### config.mk
export PLATFORM = sky130hd
export DESIGN_NAME = uart_tx_arb
export DESIGN_NICKNAME = d
export VERILOG_FILES = /design/src/rtl/uart_tx_arb.sv
export SDC_FILE = /design/constraint.sdc
export NUM_CORES = 1
export LEC_CHECK = 0
export BUFFER_PORTS_ARGS = -buffer_cell sky130_fd_sc_hd__buf_2
export CAP_MARGIN = 40
export CORE_UTILIZATION = 48
export DETAILED_ROUTE_END_ITERATION = 6
export PLACE_DENSITY = 0.74
export SLEW_MARGIN = 20
export SYNTH_ARGS = -nofsm -noshare
export SYNTH_HDL_FRONTEND = slang
export SYNTH_SLANG_ARGS = --single-unit
### constraint.sdc
create_clock -name clk -period 2.03 [get_ports clk]
set_input_delay 0 -clock clk [delete_from_list [all_inputs] [get_ports clk]]
set_output_delay 0 -clock clk [all_outputs]
set_load 0.05 [all_outputs]
### src/rtl/uart_tx_arb.sv
// Round-robin arbiter that shares one UART transmitter between NUM_REQ byte streams.
// A grant is held for a whole packet; bytes pass through a one-entry holding register.
module uart_tx_arb #(
  parameter int NUM_REQ      = 4,
  parameter int MAX_BURST    = 16,
  parameter int IDLE_TIMEOUT = 255
) (
  input  logic                   clk,
  input  logic                   rst_n,
  input  logic                   cfg_en_i,
  input  logic [NUM_REQ-1:0]     req_valid_i,
  input  logic [8*NUM_REQ-1:0]   req_data_i,
  input  logic [NUM_REQ-1:0]     req_last_i,
  output logic [NUM_REQ-1:0]     req_ready_o,
  output logic [7:0]             uart_data_o,
  output logic                   uart_valid_o,
  input  logic                   uart_ready_i,
  output logic [NUM_REQ-1:0]     grant_o,
  output logic                   busy_o
);

  localparam int IW = (NUM_REQ > 1) ? $clog2(NUM_REQ) : 1;
  localparam int BW = (MAX_BURST > 0) ? $clog2(MAX_BURST + 1) : 1;
  localparam int TW = (IDLE_TIMEOUT > 0) ? $clog2(IDLE_TIMEOUT + 1) : 1;
  localparam logic [BW-1:0] BURST_MAX  = BW'(MAX_BURST);
  localparam logic [BW-1:0] BURST_LAST = (MAX_BURST > 0) ? BW'(MAX_BURST - 1) : '0;
  localparam logic [TW-1:0] IDLE_MAX   = TW'(IDLE_TIMEOUT);
  localparam logic [TW-1:0] IDLE_LAST  = (IDLE_TIMEOUT > 0) ? TW'(IDLE_TIMEOUT - 1) : '0;

  typedef enum logic [1:0] {IDLE, GRANT, DRAIN} state_t;

  state_t             state_reg;
  logic [IW-1:0]      rr_ptr_reg;
  logic [IW-1:0]      gnt_idx_reg;
  logic [NUM_REQ-1:0] grant_reg;
  logic [BW-1:0]      burst_cnt_reg;
  logic [TW-1:0]      idle_cnt_reg;
  logic [7:0]         data_reg;
  logic               valid_reg;

  logic [IW-1:0]      sel_idx;
  logic [IW-1:0]      cand_idx;
  logic               sel_found;
  logic               accept;
  logic [7:0]         cur_data;
  logic               cur_last;

  // Search starts just after the last served requester so every stream gets a turn.
  always_comb begin
    sel_idx   = '0;
    cand_idx  = '0;
    sel_found = 1'b0;
    for (int k = 1; k <= NUM_REQ; k++) begin
      cand_idx = IW'((int'(rr_ptr_reg) + k) % NUM_REQ);
      if (!sel_found && req_valid_i[cand_idx]) begin
        sel_found = 1'b1;
        sel_idx   = cand_idx;
      end
    end
  end

  for (genvar gi = 0; gi < NUM_REQ; gi++) begin : g_ready
    assign req_ready_o[gi] = (state_reg == GRANT) && grant_reg[gi] && cfg_en_i && !valid_reg;
  end

  assign accept   = |(req_valid_i & req_ready_o);
  assign cur_data = req_data_i[{gnt_idx_reg, 3'b000} +: 8];
  assign cur_last = req_last_i[gnt_idx_reg];

  always_ff @(posedge clk or negedge rst_n) begin
    if (!rst_n) begin
      state_reg     <= IDLE;
      rr_ptr_reg    <= IW'(NUM_REQ - 1);
      gnt_idx_reg   <= '0;
      grant_reg     <= '0;
      burst_cnt_reg <= '0;
      idle_cnt_reg  <= '0;
      data_reg      <= 8'hFF;
      valid_reg     <= 1'b0;
    end else if (!cfg_en_i) begin
      // Disable aborts the packet and drops any pending byte; rr_ptr survives.
      state_reg <= IDLE;
      grant_reg <= '0;
      valid_reg <= 1'b0;
    end else begin
      if (valid_reg && uart_ready_i) begin
        valid_reg <= 1'b0;
      end
      case (state_reg)
        IDLE: begin
          if (sel_found) begin
            gnt_idx_reg   <= sel_idx;
            grant_reg     <= NUM_REQ'(1) << sel_idx;
            burst_cnt_reg <= '0;
            idle_cnt_reg  <= '0;
            state_reg     <= GRANT;
          end
        end
        GRANT: begin
          if (accept) begin
            data_reg     <= cur_data;
            valid_reg    <= 1'b1;
            idle_cnt_reg <= '0;
            if (burst_cnt_reg != BURST_MAX) begin
              burst_cnt_reg <= burst_cnt_reg + 1'b1;
            end
            if (cur_last || (MAX_BURST != 0 && burst_cnt_reg == BURST_LAST)) begin
              state_reg <= DRAIN;
            end
          end else if (!req_valid_i[gnt_idx_reg]) begin
            if (idle_cnt_reg != IDLE_MAX) begin
              idle_cnt_reg <= idle_cnt_reg + 1'b1;
            end
            if (IDLE_TIMEOUT != 0 && idle_cnt_reg == IDLE_LAST) begin
              state_reg <= DRAIN;
            end
          end
        end
        DRAIN: begin
          if (!valid_reg) begin
            rr_ptr_reg <= gnt_idx_reg;
            grant_reg  <= '0;
            state_reg  <= IDLE;
          end
        end
        default: state_reg <= IDLE;
      endcase
    end
  end

  assign uart_data_o  = data_reg;
  assign uart_valid_o = valid_reg;
  assign grant_o      = grant_reg;
  assign busy_o       = (state_reg != IDLE);

endmodule

==> reports/results.ini <==
[floorplan]
rows = 23
fp.dieW_um = 66.62
ioPinCount = 62
design.die.area_um2 = 4438
initial_core_util_pct = 50.11
core_um2 = 4000
die_y_um = 66.62

[yosys]
postSynthCellCount = 205
synth_top_area_cell = dfrtp_1
syn_nets = 254
ys_seq_area_share_pct = 40.57
synth.distinct_cells = 47
async_flop_share_pct = 100.0
ys_seq_elements = 32
yosysWarnings = 0
netlist_top_cells_area = dfrtp_1, dfstp_2, mux4_2
yosysMostFrequentCell = nand2_1
synth_top_area_share_pct = 27.47
synth_common_cells = nand2_1, dfrtp_1, o21ai_0, dfstp_2, mux4_2
synth_edf_count = 0
synthesis.area_um2 = 2004
yosys_most_used_dff = dfrtp_1
syn_area_per_cell_um2 = 9.778

[route]
top_layer = met4
drcViolationCount = 0
avgViaCountPerCell = 5.636
dr.pass1.iters = 4
drt_iter0_drc = 69
routed_wirelength_um = 4601
drt.antenna.violating_nets = 0
wl_met2_um = 2254
vias = 1843
wl_met1_um = 2131
met3WireLength_um = 150
drt-wirelength-per-cell_um = 14.07

[power_and_ir_drop]
leakage_nw = 1.186
peakVddDrop_mv = 0.6368
power_per_cell_area_nw_per_um2 = 1083

[worst_setup_path]
cp_max_fo = 10
cp-start-kind = flip-flop
critPathRequiredTime_ps = 2240
path_class = reg -> reg
worstPathArrival_ps = 2000
end_kind = flip-flop

[outcome]
outcome = completed

[timing]
clock_skew_ps = 6.797
rsz0062_at_grt = false
layout_worst_path_cycle_share_pct = 87.87
min_period_ps = 1784
worst_pin_slew_ps = 698.1
fmax_mhz = 560.6
slew_headroom_pct = 53.46
slew_viol_final = 0
hold_viol = 0
finalSetupViolCount = 0
setup_tns_ps = 0
fin_ws_ps = 246.2

[global_routing]
antenna_found_initial = 0
overflow = 0
grt_pass1_wl_um = 7286
grt_pass1_vias = 1592
grt_max_degree = 33
gr-usage-all-layers_pct = 22.21

[clock_tree]
cts_max_path_buffers = 2
cts_buffers = 5
htreeDepth = 2
cts_tree = done
clock-sinks = 32
root_buffer = clkbuf_8
cts-resized-gates = 0
insertion_delay_ps = 290
path_clk_slew_ps = 70

[placed_design]
dpl-instance-area_um2 = 2392
preCtsSetupSlack_ps = 271.9
routabilityCongestion = 0.7887
hpwl_um = 3516
place.port_buffers = 61
dp.cells = 317

[final_layout]
drive_above_1_share_pct = 37.18
nets = 325
multi_input_area_um2 = 1125
fillers = 342
syn2layout_area_growth_pct = 24.97
n_antenna_cell = 0
seq_area_um2 = 813.3
finalNonFillerCells = 327
fin_area_um2 = 2505

[worst_hold_path]
min_path_type = in -> reg

[flow_run]
drv_cap = 0

path summary, 6_finish.rpt:
path	startpoint	to	slack, ps	cells after the start
max in group asynchronous	rst_n	idle_cnt_reg[0]	1290	2
worst min register to register	uart_data_o[0]	uart_data_o[0]	450	2
worst min-delay path	cfg_en_i	state_reg[1]	40	3
worst max-delay path	state_reg[1]	burst_cnt_reg[3]	250	5
worst max register to register	state_reg[1]	burst_cnt_reg[3]	250	5
min in group asynchronous	rst_n	gnt_idx_reg[0]	290	2
final cells by class:
type	instances	area share, %
timing repair buffer	70	15.08
clock buffer	6	3.297
inverter	9	1.349
sequential	32	32.47
multi-input combinational	158	44.91
clock inverter	2	0.3996
tap	50	2.498
power breakdown:
group	switching [W]	internal, W
sequential	0.000135	0.000848
combinational	0.000774	0.000447
clock	0.000238	0.000270
total	0.00115	0.00157
through the flow:
step / utilization (%) / hold slack, ps / total power (W)
final: 62.62 / 35.71 / 0.002713
after global routing: 62.62 / 39.23 / 0.002867
after CTS: 62.62 / 27.20 / 0.002732
after detailed placement: 59.81 / 90.03 / 0.002218
after global placement: 59.81 / 93.57 / 0.002202
after floorplan: - / -295.6 / 0.001903
per-layer routing:
layer / GRT usage (%) / vias to the layer above
li1: - / 905
met1: 30.91 / 888
met2: 34.60 / 41
met3: 4.623 / 9
met4: 6.649 / 0
met5: 0 / -
critical path, stage by stage (launching register included):
cell,delay (ps)
dfrtp_1,460
and4bb_4,380
o21ai_2,130
o21ba_1,240
or3_1,350
a21oi_1,140
layout by cell type, fill, tap and decap left out, types with 6 or more instances in the layout:
| master | netlist | final |
|---|---|---|
| o21ai_1 | 8 | 8 |
| nand2b_1 | 6 | 6 |
| dfrtp_1 | 22 | 22 |
| buf_2 | 2 | 61 |
| clkbuf_8 | 0 | 6 |
| a21oi_1 | 6 | 6 |
| o21ai_0 | 11 | 11 |
| buf_4 | 0 | 7 |
| inv_1 | 9 | 9 |
| nand2_1 | 39 | 39 |
| a22o_1 | 6 | 6 |
| nor2_1 | 9 | 9 |
| dfstp_2 | 10 | 10 |
| mux4_2 | 10 | 10 |
cell families (layout without fill, tap and decap cells):
family,Yosys count,count (layout),share of synthesized area (%)
and+or+nand+nor,88,88,22.29
AOI/OAI and AO/OA,53,53,18.42
DFF,32,32,40.57
buffers and inverters,15,87,3.308
muxes,12,12,12.30
adders and majority gates,5,5,3.121
what timing repair did:
item                                    4_1_cts  5_1_grt
endpoints found under the hold margin        23        0
endpoints found under the setup margin        0        0
hold buffers                                  2        0
setup buffers                                 0        0
Power figures use the tool's default switching activity.
